`config.mk`:
```
export PLATFORM = sky130hd
export DESIGN_NAME = pwm_channel_scheduler
export DESIGN_NICKNAME = d
export VERILOG_FILES = /design/src/rtl/pwm_sched_pkg.sv /design/src/rtl/pwm_rr_pick.sv /design/src/rtl/pwm_channel_scheduler.sv
export SDC_FILE = /design/constraint.sdc
export NUM_CORES = 1
export LEC_CHECK = 0
export BUFFER_PORTS_ARGS = -buffer_cell sky130_fd_sc_hd__buf_2
export CAP_MARGIN = 20
export CELL_PAD_IN_SITES_DETAIL_PLACEMENT = 1
export CELL_PAD_IN_SITES_GLOBAL_PLACEMENT = 1
export CORE_MARGIN = 2
export CORE_UTILIZATION = 42
export DETAILED_ROUTE_END_ITERATION = 7
export PLACE_DENSITY = 0.76
export SLEW_MARGIN = 20
export SYNTH_ARGS = -nofsm -noshare
export SYNTH_HDL_FRONTEND = slang
export SYNTH_SLANG_ARGS = --single-unit
```
`constraint.sdc`:
```
create_clock -name i_clk -period 9.6 [get_ports i_clk]
set_input_delay 0.96 -clock i_clk [delete_from_list [all_inputs] [get_ports i_clk]]
set_output_delay 0.96 -clock i_clk [all_outputs]
set_load 0.02 [all_outputs]
```
`src/rtl/pwm_sched_pkg.sv`:
```
// pwm_sched_pkg: shared status codes, decoder guard patterns, pulse limits and FSM states
package pwm_sched_pkg;
   localparam int          CH_W             = 4;
   localparam logic [15:0] GUARD_ERROR_LOW  = 16'hC000;
   localparam logic [15:0] GUARD_ERROR_HIGH = 16'h8000;
   localparam logic [15:0] ON_MIN           = 16'd800;
   localparam logic [15:0] ON_MAX           = 16'd2600;
   typedef enum logic [1:0] {ST_OK = 2'd0, ST_RANGE = 2'd1, ST_LOST = 2'd2, ST_HIGH = 2'd3} status_t;
   typedef enum logic {S_IDLE, S_PRESENT} state_t;
   // The two top bits carry the decoder's error flags and take precedence over the pulse width.
   function automatic status_t classify(input logic [15:0] v);
      return ((v & GUARD_ERROR_LOW) == GUARD_ERROR_LOW)  ? ST_LOST :
             ((v & GUARD_ERROR_LOW) == GUARD_ERROR_HIGH) ? ST_HIGH :
             (v >= ON_MIN && v <= ON_MAX)                ? ST_OK   : ST_RANGE;
   endfunction
endpackage

```
`src/rtl/pwm_rr_pick.sv`:
```
// pwm_rr_pick: round-robin grant, first pending channel at or after the pointer
module pwm_rr_pick
   import pwm_sched_pkg::*;
#(
   parameter int NUM_CH = 8
) (
   input  logic [NUM_CH-1:0] pend_i,
   input  logic [CH_W-1:0]   ptr_i,
   output logic [CH_W-1:0]   grant_o,
   output logic              any_o
);
   // Scan from the farthest offset down so the nearest pending channel wins.
   always_comb begin
      grant_o = '0;
      for (int i = NUM_CH - 1; i >= 0; i--) begin
         if (pend_i[(int'(ptr_i) + i) % NUM_CH]) grant_o = CH_W'((int'(ptr_i) + i) % NUM_CH);
      end
   end
   assign any_o = |pend_i;
endmodule

```
`src/rtl/pwm_channel_scheduler.sv`:
```
// pwm_channel_scheduler: captures PWM decoder samples, streams them round-robin, tracks staleness
// Define PWM_SCHED_LASTGOOD_EN so the register file only keeps OK samples.
module pwm_channel_scheduler
   import pwm_sched_pkg::*;
#(
   parameter int NUM_CH     = 8,
   parameter int clockFreq  = 50000000,
   parameter int TIMEOUT_MS = 100
) (
   input  logic                 i_clk,
   input  logic                 i_reset,
   input  logic [NUM_CH-1:0]    i_pwm_ready,
   input  logic [16*NUM_CH-1:0] i_pwm_value,
   output logic                 o_upd_valid,
   input  logic                 i_upd_ready,
   output logic [CH_W-1:0]      o_upd_ch,
   output logic [15:0]          o_upd_value,
   output logic [1:0]           o_upd_status,
   input  logic [CH_W-1:0]      i_rd_ch,
   output logic [15:0]          o_rd_value,
   output logic [NUM_CH-1:0]    o_ch_valid,
   output logic                 o_failsafe,
   output logic [NUM_CH-1:0]    o_overrun,
   input  logic                 i_clr_overrun
);
   localparam int SW        = (NUM_CH > 1) ? $clog2(NUM_CH) : 1;
   localparam int PRESC_MAX = clockFreq / 1000000 - 1;

   state_t            state_q, state_d;
   logic [NUM_CH-1:0] pend_q, pend_d, clr;
   logic [NUM_CH-1:0] valid_q, valid_d, ovr_q, ovr_d;
   logic [15:0]       shadow_q [NUM_CH];
   logic [15:0]       shadow_d [NUM_CH];
   logic [15:0]       regs_q   [NUM_CH];
   logic [15:0]       regs_d   [NUM_CH];
   logic [9:0]        age_q    [NUM_CH];
   logic [9:0]        age_d    [NUM_CH];
   logic [CH_W-1:0]   rr_q, rr_d, upd_ch_q, upd_ch_d, grant;
   logic [15:0]       upd_val_q, upd_val_d, rd_q, rd_d;
   status_t           upd_st_q, upd_st_d, cap_st;
   logic [31:0]       presc_q, presc_d;
   logic [9:0]        ms_cnt_q, ms_cnt_d;
   logic              any, us_tick, ms_tick, cap_ok;

   pwm_rr_pick #(.NUM_CH(NUM_CH)) u_pick (
      .pend_i (pend_q),
      .ptr_i  (rr_q),
      .grant_o(grant),
      .any_o  (any)
   );

   assign us_tick  = presc_q == 32'(PRESC_MAX);
   assign ms_tick  = us_tick && ms_cnt_q == 10'd999;
   assign presc_d  = us_tick ? '0 : presc_q + 32'd1;
   assign ms_cnt_d = ms_tick ? '0 : us_tick ? ms_cnt_q + 10'd1 : ms_cnt_q;

   always_comb begin
      state_d   = state_q;
      rr_d      = rr_q;
      upd_ch_d  = upd_ch_q;
      upd_val_d = upd_val_q;
      upd_st_d  = upd_st_q;
      clr       = '0;
      cap_st    = ST_OK;
      cap_ok    = 1'b0;
      if (state_q == S_IDLE && any) begin
         state_d                = S_PRESENT;
         upd_ch_d               = grant;
         upd_val_d              = shadow_q[grant[SW-1:0]];
         upd_st_d               = classify(shadow_q[grant[SW-1:0]]);
         clr[grant[SW-1:0]]     = 1'b1;
      end else if (state_q == S_PRESENT && i_upd_ready) begin
         state_d = S_IDLE;
         rr_d    = (upd_ch_q == CH_W'(NUM_CH - 1)) ? '0 : upd_ch_q + 1'b1;
      end
      // A capture on the same edge as the grant keeps the channel pending: the grant takes the old sample.
      for (int k = 0; k < NUM_CH; k++) begin
         cap_st      = classify(i_pwm_value[16*k +: 16]);
         cap_ok      = i_pwm_ready[k] && cap_st == ST_OK;
         pend_d[k]   = (pend_q[k] & ~clr[k]) | i_pwm_ready[k];
         ovr_d[k]    = (ovr_q[k] & ~i_clr_overrun) | (i_pwm_ready[k] & pend_q[k] & ~clr[k]);
         shadow_d[k] = i_pwm_ready[k] ? i_pwm_value[16*k +: 16] : shadow_q[k];
`ifdef PWM_SCHED_LASTGOOD_EN
         regs_d[k]   = cap_ok ? i_pwm_value[16*k +: 16] : regs_q[k];
`else
         regs_d[k]   = i_pwm_ready[k] ? i_pwm_value[16*k +: 16] : regs_q[k];
`endif
         age_d[k]    = cap_ok ? '0 : (ms_tick && age_q[k] != '1) ? age_q[k] + 10'd1 : age_q[k];
         valid_d[k]  = cap_ok ? 1'b1 :
                       ((i_pwm_ready[k] && cap_st[1]) || age_d[k] >= 10'(TIMEOUT_MS)) ? 1'b0 : valid_q[k];
      end
      rd_d = ({1'b0, i_rd_ch} < 5'(NUM_CH)) ? regs_q[i_rd_ch[SW-1:0]] : '0;
   end

   always_ff @(posedge i_clk or posedge i_reset) begin
      if (i_reset) begin
         state_q   <= S_IDLE;
         pend_q    <= '0;
         valid_q   <= '0;
         ovr_q     <= '0;
         rr_q      <= '0;
         upd_ch_q  <= '0;
         upd_val_q <= '0;
         upd_st_q  <= ST_OK;
         rd_q      <= '0;
         presc_q   <= '0;
         ms_cnt_q  <= '0;
         for (int k = 0; k < NUM_CH; k++) begin
            shadow_q[k] <= '0;
            regs_q[k]   <= '0;
            age_q[k]    <= '0;
         end
      end else begin
         state_q   <= state_d;
         pend_q    <= pend_d;
         valid_q   <= valid_d;
         ovr_q     <= ovr_d;
         rr_q      <= rr_d;
         upd_ch_q  <= upd_ch_d;
         upd_val_q <= upd_val_d;
         upd_st_q  <= upd_st_d;
         rd_q      <= rd_d;
         presc_q   <= presc_d;
         ms_cnt_q  <= ms_cnt_d;
         for (int k = 0; k < NUM_CH; k++) begin
            shadow_q[k] <= shadow_d[k];
            regs_q[k]   <= regs_d[k];
            age_q[k]    <= age_d[k];
         end
      end
   end

   assign o_upd_valid  = state_q == S_PRESENT;
   assign o_upd_ch     = upd_ch_q;
   assign o_upd_value  = upd_val_q;
   assign o_upd_status = upd_st_q;
   assign o_rd_value   = rd_q;
   assign o_ch_valid   = valid_q;
   assign o_failsafe   = ~&valid_q;
   assign o_overrun    = ovr_q;
endmodule

```
; Word level (Yosys, flattened, before mapping)
; Index checks and enable logic that the tools add are counted.
; W data, S select, Z words.
[word_totals]
mem_bits_ro = 0
memories = 0
latchBits = 0
ramBits = 0
ff_bits = 316
[op_classes]
reduce_logical = 74
n_bitwise = 68
add_sub_neg = 18
n_mux = 106
shifts = 0
n_eq_ne = 29
div = 0
n_lt_le_gt_ge = 39
mul = 0
[ops]
columns = op, n
row1 = $mux W10, 18
row2 = $ge A16 B10 Y1 const B, 9
row3 = $le A16 B12 Y1 const B, 9
row4 = $bmux W16 S3, 2
row5 = $add A10 B1 Y10 const B, 9
row6 = $ge A10 B7 Y1 const B, 8
row7 = $mux W16, 5
row8 = $ne A10 B10 Y1 const B, 8
row9 = $mux W1, 43
row10 = $logic_and A1 B1 Y1, 37
row11 = $eq A2 B2 Y1 const B, 18
row12 = $mux W2, 18
row13 = $lt A4 B5 Y1 const B, 7
row14 = $add A32 B1 Y32 const B, 1
row15 = $and A1 B1 Y1, 32
row16 = $eq A32 B6 Y1 const B, 1
row17 = $mux W32, 1
row18 = $mux W4, 8
row19 = $bmux W1 S3, 8
row20 = $reduce_or A3 Y1, 7
row21 = $reduce_bool A2 Y1, 10
row22 = $logic_not A2 Y1, 8
row23 = $or A1 B1 Y1, 16
row24 = $add A3 B3 Y3 const B, 4
row25 = 19 further kinds, 47

; Longest topological paths before layout
; Gate-level depths: netlist of the first run.
[depth]
word_depth = 23
ltp_mapped = 21
ltp_nobuf = 13

; By module
; A second synthesis of the first run with hierarchy kept.
[hier_totals]
hier_cells = 1494
hier_area_um2 = 16947.5
[by_module_without_submodules]
columns = mod, seq_area_each_um2, cells_each, area_per_inst_um2, instances
row1 = pwm_channel_scheduler, 7907.6, 1407, 16144.2, 1
row2 = pwm_rr_pick, 0.0, 87, 803.3, 1

; Least setup slack after synthesis of the first run
; Ideal clock, no wire load.
[synth_timing]
path_type = register to register
from = register rr_q[0]
to = register upd_st_q[0] (netlist: o_upd_status[0])
required_ns = 9.440
setup_ns = 0.160
path_slack_ns = 4.778
arrival_time_ns = 4.662
n_path_buf = 6
stages_incl_launch_ff = 19
synth_period_minus_slack_ns = 4.822
cell_sequence = dfrtp_1 > buf_6 > inv_1 > buf_2 > clkbuf_1 > buf_1 > ha_1 > buf_4 > mux2_2 > mux4_2 > and4_1 > o311a_1 > o21a_1 > buf_4 > nand2_1 > a2111oi_0 > a2111oi_0 > nor4bb_1 > a41oi_2
[synth_between]
elab_chain_len = 21
[synth_rtl]
columns = item, line_no
row1 = start: declaration, pwm_channel_scheduler.sv:38  ; logic [CH_W-1:0] rr_q, rr_d, upd_ch_q, upd_ch_d, grant;
row2 = start signal: assignment, pwm_channel_scheduler.sv:118  ; rr_q <= rr_d;
row3 = $add A3 B3 Y3, pwm_rr_pick.sv:16  ; if (pend_i[(int'(ptr_i) + i) % NUM_CH]) grant_o = CH_W'((int'(ptr_i) + i) % NUM_CH);
row4 = $bmux W1 S3, pwm_rr_pick.sv:16
row5 = $mux W1 (not written as such) (2 in series), pwm_rr_pick.sv:16
row6 = $mux W4 (7 in series), pwm_rr_pick.sv:16
row7 = $mux W4 (*), pwm_rr_pick.sv:16
row8 = $not A3 Y4 (not written as such) (*), pwm_channel_scheduler.sv:70  ; upd_st_d = classify(shadow_q[grant[SW-1:0]]);
row9 = $bmux W16 S3 (*), pwm_channel_scheduler.sv:70
row10 = $mux W16 (not written as such) (*) (2 in series), pwm_channel_scheduler.sv:70
row11 = $ge A16 B10 Y1 or $le A16 B12 Y1 (tied branches), pwm_sched_pkg.sv:14  ; (v >= ON_MIN && v <= ON_MAX) ? ST_OK : ST_RANGE;
row12 = $logic_and A1 B1 Y1, pwm_sched_pkg.sv:14
row13 = $mux W1, pwm_sched_pkg.sv:14
row14 = $mux W2, pwm_sched_pkg.sv:13  ; ((v & GUARD_ERROR_LOW) == GUARD_ERROR_HIGH) ? ST_HIGH :
row15 = $mux W2 (*), pwm_sched_pkg.sv:12  ; return ((v & GUARD_ERROR_LOW) == GUARD_ERROR_LOW) ? ST_LOST :
row16 = end signal: assignment, pwm_channel_scheduler.sv:121  ; upd_st_q <= upd_st_d;
row17 = end: declaration, pwm_channel_scheduler.sv:40  ; status_t upd_st_q, upd_st_d, cap_st;
; Every way passes the cells marked *; elsewhere a longest branch is shown, timed or not. The select of a mux whose other input is x is not followed.
; A chain may end at the register's enable or synchronous reset.

; Final worst setup path of the first run
; Ends and elaborated chain as after synthesis.

==> results.yml, run 1 <==
global_routing:
  grt_max_degree: 188
  grt_pass1_vias: 15230
  antenna_found_initial: 0
  grt_use_total_pct: 28.30
  grt_pass1_wl_mm: 92.58
  overflow: 0
sta:
  slew_viol_final: 0
  setup_tns_ns: 0
  max-slew-margin-rel_pct: 32.92
  rsz0062_at_grt: "no"
  worst_slack_ns: 3.344
  worst_pin_slew_ns: 0.9808
  fmax_ghz: 0.1598
  finalCriticalPeriod_ns: 6.256
  finalSetupViolations: 0
  period_share_pct: 65.17
  hold_viol: 0
  skew_ns: 0.02493
synth:
  ys_ff_latch: 315
  yosysSeqAreaShare_pct: 45.55
  netlist_instances: 1647
  syn-num-nets: 1806
  synthArstFlopShare_pct: 100.0
  synth_area_um2: 17310
  ys.flop_type: "dfrtp_1"
  yosys_warnings: 0
  syn_avg_cell_area_um2: 10.51
  synth_edf_count: 0
  synth_cell_type_count: 86
layout:
  final.fill_count: 4520
  layout.nets: 1980
  design_area_um2: 20130
  fin_util_pct: 49.40
  multi_input_area_um2: 8862
  n_antenna_cell: 0
  area_growth_syn_to_layout_pct: 16.30
  drive_above_1_share_pct: 26.05
  regArea_um2: 7884
floorplanning:
  num_io_pins: 200
  die-area_um2: 42850
  die_x_um: 207.0
  start_util_pct: 42.48
  row_count: 74
  coreArea_um2: 40740
  die_h_um: 207.0
pwr:
  powerDensity_nw_per_um2: 256.1
  ir_drop_v: 0.0001212
  total_power_mw: 5.154
  p_leak_nw: 8.546
cts:
  clk_pin_slew_ns: 0.06
  cts_setup_buffers: 0
  cts-htree-levels: 2
  cts_sinks: 315
  cts_buffers: 39
  cts_hold_buf: 0
  clk_latency_ns: 0.58
  cts_tree: "yes"
  cts_resized: 0
  clk_path_buf_depth: 3
  cts-root-buf: "clkbuf_16"
worst_setup_path:
  cp_num_cells: 13
  cp_max_fo: 55
  ff2ff_path_depth: 13
  end_kind: "register"
  slowest_delay_ns: 0.91
  crit_type: "reg2reg"
  crit_buf_inv: 2
  startpoint_type: "register"
  cp.arrival_ns: 6.68
  path_delay_family: "compound AO/OA/AOI/OAI gates"
  worstPathCellList: "buf_4, inv_1, ha_1, mux2_2, mux4_2, and4_1, o311a_1, o21a_1, nand2_1, o32ai_1, a2111oi_0, nor4bb_1, a41oi_2"
  worstPathRequired_ns: 10.02
  slowest_stage: "a2111oi_0"
min_path:
  hold_path_depth: 2
  hold_class: "reg2reg"
routing:
  vias: 14620
  antenna_left: 0
  routedWlPerCell_um: 25.27
  drc_errors: 0
  wirelength_mm: 60.19
  drt-initial-drc-count: 1342
  dr.pass1.iters: 6
  viasPerCell: 6.136
place:
  dp_slack_ns: 3.482
  detailed_place.area_um2: 18720
  port_buffers: 198
  dp.final_hpwl_mm: 44.45
  place_congestion: 0.9394
outcome:
  status: "finished, final reports clean"
run:
  maxCapViolations: 0
==> metal layers <==
metal / GRT usage (%) / up-vias / wire length, um
met4: 8.207 / 0 / 1686
met3: 5.699 / 102 / 4431
met2: 45.31 / 572 / 28480
met1: 38.96 / 7535 / 25600
met5: 0 / - / 0
li1: - / 6407 / -
==> state kept, by name, indices dropped and copies added (netlist names), 2 cells and up <==
signal	flops
ms_cnt_q	10
presc_q	32
age_q	80
o_upd_ch	3
rr_q	3
o_rd_value	16
o_ch_valid	8
o_upd_value	16
regs_q	128
o_overrun	8
pend_q	8
o_upd_status	2
==> final cells by class <==
class	instances	area share, %
clock inverter	18	1.194
timing repair buffer	219	5.900
clock buffer	52	5.595
tap	532	3.307
multi-input combinational	1204	44.03
sequential	315	39.17
inverter	42	0.8019
==> where the power goes <==
| part | internal (mW) | switching, mW |
|---|---|---|
| registers | 1.53 | 0.245 |
| clock network | 0.962 | 0.606 |
| logic | 0.660 | 1.15 |
==> cells in the final DEF, fill, tap and decap left out, types with 10 or more instances in the layout <==
cell type,netlist,routed
a211oi_1,12,12
ha_1,15,15
or3_1,16,16
inv_1,42,41
mux4_2,43,43
o21ai_0,60,60
dfrtp_1,315,314
a31oi_1,13,13
o22ai_1,40,40
xnor2_1,51,51
nor4_1,17,17
and3_1,23,23
buf_4,9,19
nand4_1,33,33
o211ai_1,10,10
nor2_1,173,173
nand2_1,157,157
mux2_2,127,127
a21oi_1,48,48
clkbuf_16,0,40
mux2i_1,53,53
nand3_1,56,56
nor3_1,47,47
buf_2,16,197
xor2_1,51,51
==> stage by stage <==
step                      std cells  hold slack [ns]
final                          2382           0.4757
after global routing           2382           0.5075
after detailed placement       2311           0.4681
after CTS                      2381           0.4810
after global placement         2311           0.4637
after floorplan                1647           0.4473
==> final timing paths <==
path,from,end,slack [ns]
max,rr_q[0],o_upd_status[0],3.34
min,o_upd_value[4],o_upd_value[4],0.48
max reg2reg,rr_q[0],o_upd_status[0],3.34
min reg2reg,o_upd_value[4],o_upd_value[4],0.48
max in group asynchronous,i_reset,rr_q[0],7.74
min in group asynchronous,i_reset,o_overrun[0],0.52
==> synthesized netlist by cell type (43+ instances only) <==
master | instances | area share, %
nor3_1 | 47 | 1.4
xnor2_1 | 51 | 2.6
o21ai_0 | 60 | 1.7
mux2_2 | 127 | 8.3
nand2_1 | 157 | 3.4
clkbuf_1 | 45 | 0.98
dfrtp_1 | 315 | 46
nor2_1 | 173 | 3.8
a21oi_1 | 48 | 1.4
nand3_1 | 56 | 1.6
mux2i_1 | 53 | 3.1
xor2_1 | 51 | 2.6
mux4_2 | 43 | 5.6
==> cell families (layout without fill, tap and decap cells) <==
group                      after synthesis  in the layout  share of synthesized area [%]
and+or+nand+nor                        567            567                          15.30
DFF                                    315            315                          45.55
AOI/OAI and AO/OA                      288            288                          11.80
muxes                                  231            231                          17.83
buffers and inverters                  128            331                          3.260
xor gates and xnor gates               102            102                          5.162
adders and majority gates               15             15                          1.084
other                                    1              1                        0.02167
==> tightest hold or removal path, delay by kind of cell, from the launching register on <==
kind,cells,cell delay [ns]
and+or+nand+nor,2,0.10
DFF,1,0.34
(Power assumes the default switching activity.)
==> run 2: changes to the inputs <==
ABC_AREA = 1   (was default)
CORE_UTILIZATION = 39   (was 42)
clock period = 5.1 ns   (was 9.6 ns; I/O delays follow)
==> results.yml, run 2 <==
min_path:
  hold_class: "in2reg"
  min_to: "regs_q[65]"
  hold_start: "i_pwm_value[49]"
  hold_path_depth: 3
routing:
  dr.pass1.iters: 7
  routedWlPerCell_um: 19.74
  drt-initial-drc-count: 1114
  viasPerCell: 5.399
  antenna_left: 0
  vias: 17640
  drc_errors: 0
  wirelength_mm: 64.49
worst_setup_path:
  r2r-start: "rr_q[0]"
  slowest_delay_ns: 0.63
  startpoint_type: "register"
  reg2reg_slack_ns: 1.02
  path_common_cell: "nand2_1"
  cp-startpoint: "rr_q[0]"
  ff2ff_path_depth: 28
  end_kind: "register"
  rr_endpoint: "o_upd_status[0]"
  cp_max_fo: 37
  slowest_stage: "dfrtp_1"
  crit_type: "reg2reg"
  cp.arrival_ns: 4.52
  worstPathRequired_ns: 5.54
place:
  place_congestion: 0.9415
  dp.final_hpwl_mm: 49.24
  dp_slack_ns: 1.165
  port_buffers: 198
cts:
  cts-root-buf: "clkbuf_16"
  cts_tree: "yes"
  clk_pin_slew_ns: 0.06
  clk_path_buf_depth: 3
  cts-htree-levels: 2
  cts_sinks: 315
  cts_hold_buf: 1
  clk_latency_ns: 0.56
  cts_setup_buffers: 0
  cts_resized: 0
  cts_buffers: 37
synth:
  syn-num-nets: 2630
  synth.most_common_cell: "nand2_1"
  synthAdderAreaFrac_pct: 1.051
  syn_avg_cell_area_um2: 7.228
  ys_ff_latch: 315
  synth-xor-area-share_pct: 2.102
  synth_edf_count: 0
  synth_mux_area_share_pct: 0.05605
  synth_cell_type_count: 56
  yosysSeqAreaShare_pct: 44.14
  yosys-top-cells-count: "708 x nand2_1, 321 x inv_1, 315 x dfrtp_1"
  yosys-top-cells-area: "dfrtp_1 44%, nand2_1 15%, o21ai_0 7.0%, inv_1 6.7%, nand3_1 4.2%"
  synth_area_um2: 17860
  yosys_warnings: 0
  synth_compound_area_share_pct: 13.61
  yosysTopAreaCell: "dfrtp_1"
  synthSimpleGateAreaFrac_pct: 29.74
  netlist_instances: 2471
  yosys.area.top_type_share_pct: 44.14
  synth_top_family_by_area: "simple AND/OR/NAND/NOR gates"
  ys.flop_type: "dfrtp_1"
  synthArstFlopShare_pct: 100.0
floorplanning:
  die_x_um: 218.0
  die-area_um2: 47520
  die_h_um: 218.0
  start_util_pct: 39.44
  row_count: 78
  num_io_pins: 200
  coreArea_um2: 45280
layout:
  final.fill_count: 5833
  drive_above_1_share_pct: 12.42
  final_cell_mix: "708 x nand2_1, 320 x inv_1, 315 x dfrtp_1, 251 x o21ai_0, 198 x buf_2"
  layout.nets: 2796
  largestRegisters: "regs_q (128), age_q (80), presc_q (32)"
  mostFrequentLayoutCell: "nand2_1"
  area_growth_syn_to_layout_pct: 15.50
  largest_reg_flops: 128
  largest-register: "regs_q"
sta:
  fmax_ghz: 0.2453
  worst_pin_slew_ns: 1.043
  finalCriticalPeriod_ns: 4.077
  slew_viol_final: 0
  skew_ns: 0.01760
  setup_tns_ns: 0
  max-slew-margin-rel_pct: 30.46
  worst_slack_ns: 1.023
  rsz0062_at_grt: "no"
  hold_viol: 0
  period_share_pct: 79.95
  finalSetupViolations: 0
pwr:
  total_power_mw: 10.21
  ir_drop_v: 0.0004954
  powerDensity_nw_per_um2: 495.0
  p_leak_nw: 10.59
global_routing:
  grt_pass1_vias: 17990
  grt_pass1_wl_mm: 99.73
  grt_use_total_pct: 26.97
  overflow: 0
  grt_max_degree: 177
  antenna_found_initial: 7
outcome:
  status: "finished, final reports clean"
run:
  maxCapViolations: 0
## run 2: cell count changes in the layout (fill, tap and decap cells not counted), moves of 32 or more
| cell | change |
|---|---|
| nand2_1 | +551 |
| o21ai_0 | +191 |
| inv_1 | +279 |
| nand3_1 | +94 |
| mux2_2 | -127 |
| mux4_2 | -43 |
| mux2i_1 | -52 |
| a21oi_1 | +62 |
| xnor2_1 | -43 |
| o22ai_1 | -32 |
## run 2: per-stage QoR
stage	area [um^2]	hold slack, ns	std cells	utilization, %
final	20630	0.1798	3267	45.55
after global routing	20630	0.1940	3267	45.55
after CTS	20610	0.1534	3264	45.52
after detailed placement	19330	0.4597	3197	42.68
after global placement	19330	0.4596	3197	42.68
after floorplan	17860	0.4530	2471	-
## run 2: cells by family (layout without fill, tap and decap cells)
| group | Yosys count | count (layout) |
|---|---|---|
| adders and majority gates | 15 | 15 |
| other | 1 | 4 |
| muxes | 1 | 1 |
| AOI/OAI and AO/OA | 444 | 444 |
| DFF | 315 | 315 |
| xor gates and xnor gates | 42 | 42 |
| buffers and inverters | 423 | 616 |
| and+or+nand+nor | 1230 | 1230 |
## run 2: layout make-up
cell class	count	area, um^2	area share, %
antenna	3	7.507	0.03639
clock buffer	50	1056	5.119
clock inverter	16	220.2	1.068
inverter	341	1284	6.223
multi-input combinational	1733	8325	40.36
sequential	315	7883	38.21
tap	600	750.7	3.639
timing repair buffer	209	1101	5.338
## run 2: how the worst max path moves through the flow
| stage | to | slack [ns] | cells past startpoint |
|---|---|---|---|
| after floorplan | age_q[0] | 0.39 | 1 |
| after global placement | o_upd_status[0] | 1.23 | 28 |
| after detailed placement | o_upd_status[0] | 1.17 | 28 |
| after CTS | o_upd_status[0] | 1.12 | 28 |
| after global routing | o_upd_status[0] | 0.63 | 28 |
| final | o_upd_status[0] | 1.02 | 28 |
## run 2: layer usage
metal  up-vias  wire length [um]  track usage (%)
li1       8362                 -                -
met1      8703             28350            35.53
met2       452             30860            45.29
met3       117              3156            3.654
met4         6              2077            9.773
met5         -                39                0
## run 2: where the power goes
part           leakage, nW  switching, mW  internal (mW)
combinational         5.98           3.13           1.24
clock                0.616           1.14           1.67
sequential            3.99          0.258           2.79
## run 2: worst max-delay path, delay by kind of cell, from the launching register on
family	cells	cell delay [ns]
flip-flops	1	0.63
buffers and inverters	5	0.67
AO/OA/AOI/OAI	1	0.37
adder cells (fa/ha/maj)	1	0.48
AND/OR/NAND/NOR	21	1.78
==> run 3: changes to the inputs <==
clock period = 3.5 ns   (was 5.1 ns; I/O delays follow)
==> results.yml, run 3 (synthesis results as in run 2) <==
floorplanning:
  die_h_um: 218.0
  num_io_pins: 200
  row_count: 78
  start_util_pct: 39.44
  die-area_um2: 47520
  die_x_um: 218.0
  coreArea_um2: 45280
global_routing:
  grt_max_degree: 79
  grt_pass1_wl_mm: 104.4
  antenna_found_initial: 7
  grt_use_total_pct: 28.01
  grt_pass1_vias: 18780
  overflow: 0
sta:
  period_share_pct: 96.33
  slew_viol_final: 0
  hold_viol: 0
  finalSetupViolations: 0
  finalCriticalPeriod_ns: 3.372
  worst_slack_ns: 0.1284
  worst_pin_slew_ns: 1.069
  max-slew-margin-rel_pct: 27.77
  rsz0062_at_grt: "yes"
  fmax_ghz: 0.2966
  skew_ns: 0.02193
place:
  place_inst: 3226
  place_congestion: 0.9282
  dp.final_hpwl_mm: 50.81
  port_buffers: 198
  dp_slack_ns: 0.1685
routing:
  routedWlPerCell_um: 20.13
  viasPerCell: 5.412
  vias: 17900
  wirelength_mm: 66.59
  drc_errors: 0
  antenna_left: 0
  drt-initial-drc-count: 1177
  dr.pass1.iters: 5
worst_setup_path:
  slowest_delay_ns: 0.51
  reg2reg_slack_ns: 0.13
  slowest_stage: "a21oi_4"
  end_kind: "register"
  path_delay_family: "simple AND/OR/NAND/NOR gates"
  cp.arrival_ns: 3.81
  crit_type: "reg2reg"
  crit_buf_inv: 2
  worstPathRequired_ns: 3.94
  startpoint_type: "register"
  path_common_cell: "nand2_1"
  cp_max_fo: 17
layout:
  final.fill_count: 5747
  largestRegisters: "regs_q (128), age_q (80), presc_q (32)"
  stdcell_count: 3308
  largest-register: "regs_q"
  regArea_um2: 7884
  drive_above_1_share_pct: 13.78
  multi_input_area_um2: 8349
  layout.nets: 2835
  final_cell_mix: "708 x nand2_1, 319 x inv_1, 314 x dfrtp_1, 251 x o21ai_0, 198 x buf_2"
  mostFrequentLayoutCell: "nand2_1"
  largest_reg_flops: 128
  area_growth_syn_to_layout_pct: 18.85
pwr:
  sw_frac_of_total_pct: 43.25
  ir_drop_v: 0.0005715
  intPower_mw: 9.124
  total_power_mw: 16.08
  power_switching_mw: 6.954
  p_leak_nw: 10.90
  pwr-share-seq_pct: 27.6
  powerDensity_nw_per_um2: 757.5
  combPwrFrac_pct: 44.2
  power.share.clock_pct: 28.2
cts:
  cts-root-buf: "clkbuf_16"
  cts-htree-levels: 2
  clk_path_buf_depth: 3
  clk_pin_slew_ns: 0.06
  cts_tree: "yes"
  cts_sinks: 315
  cts_buffers: 38
  clk_latency_ns: 0.57
run:
  maxCapViolations: 0
outcome:
  status: "finished, final reports clean"
min_path:
  hold_class: "in2reg"
run 3: layout make-up:
class                      count  share of cell area (%)
antenna                        2                 0.02358
clock buffer                  54                   5.288
timing repair buffer         247                   7.174
clock inverter                16                   1.450
tap                          600                   3.537
inverter                     341                   6.048
sequential                   315                   37.14
multi-input combinational   1733                   39.34
run 3: path summary, 6_finish.rpt:
path | end | cells after the start | from
min in group asynchronous | rr_q[1] | 3 | i_reset
max in group asynchronous | age_q[53] | 4 | i_reset
min | regs_q[112] | 3 | i_pwm_value[0]
max reg2reg | o_upd_status[0] | 25 | rr_q[0]
max | o_upd_status[0] | 25 | rr_q[0]
min reg2reg | o_upd_value[4] | 2 | o_upd_value[4]
run 3: routing by layer:
layer	wire length (um)	GRT usage, %	part of all wire, %
met5	46	0	0.069
met4	2389	10.52	3.6
met3	3379	4.240	5.1
met2	31990	47.30	48
met1	28790	36.21	43
run 3: metrics by stage:
step	utilization (%)	setup TNS, ns	hold WS, ns	instance area [um^2]
2_1_floorplan	-	-329.76	0.4220	17860
3_3_place_gp	43.32	0	0.4580	19620
3_5_place_dp	43.32	0	0.4667	19620
4_1_cts	46.64	0	0.002213	21120
5_1_grt	46.87	-0.1194	0.03539	21230
6_report	46.87	0	0.03271	21230
run 3: what timing repair did:
action,in CTS,in global routing
buffers inserted,0,2
resized for setup,0,10
endpoints found under the setup margin,0,2
endpoints found under the hold margin,26,0
hold buffers,7,0
run 3: power groups by stage:
stage / logic (mW) / registers, mW / clock network, mW
2_1_floorplan: 4.41 / 4.54 / 0
3_3_place_gp: 6.53 / 4.47 / 0
3_5_place_dp: 6.65 / 4.48 / 0
4_1_cts: 6.71 / 4.42 / 4.62
5_1_grt: 7.86 / 4.47 / 4.76
6_report: 7.11 / 4.43 / 4.53
run 3: worst reg2reg max path, delay by kind of cell, from the launching register on:
| family | cells | cell delay (ns) |
|---|---|---|
| AOI/OAI and AO/OA | 2 | 0.65 |
| and+or+nand+nor | 20 | 1.67 |
| buffers and inverters | 2 | 0.23 |
| adders and majority gates | 1 | 0.35 |
| DFF | 1 | 0.36 |
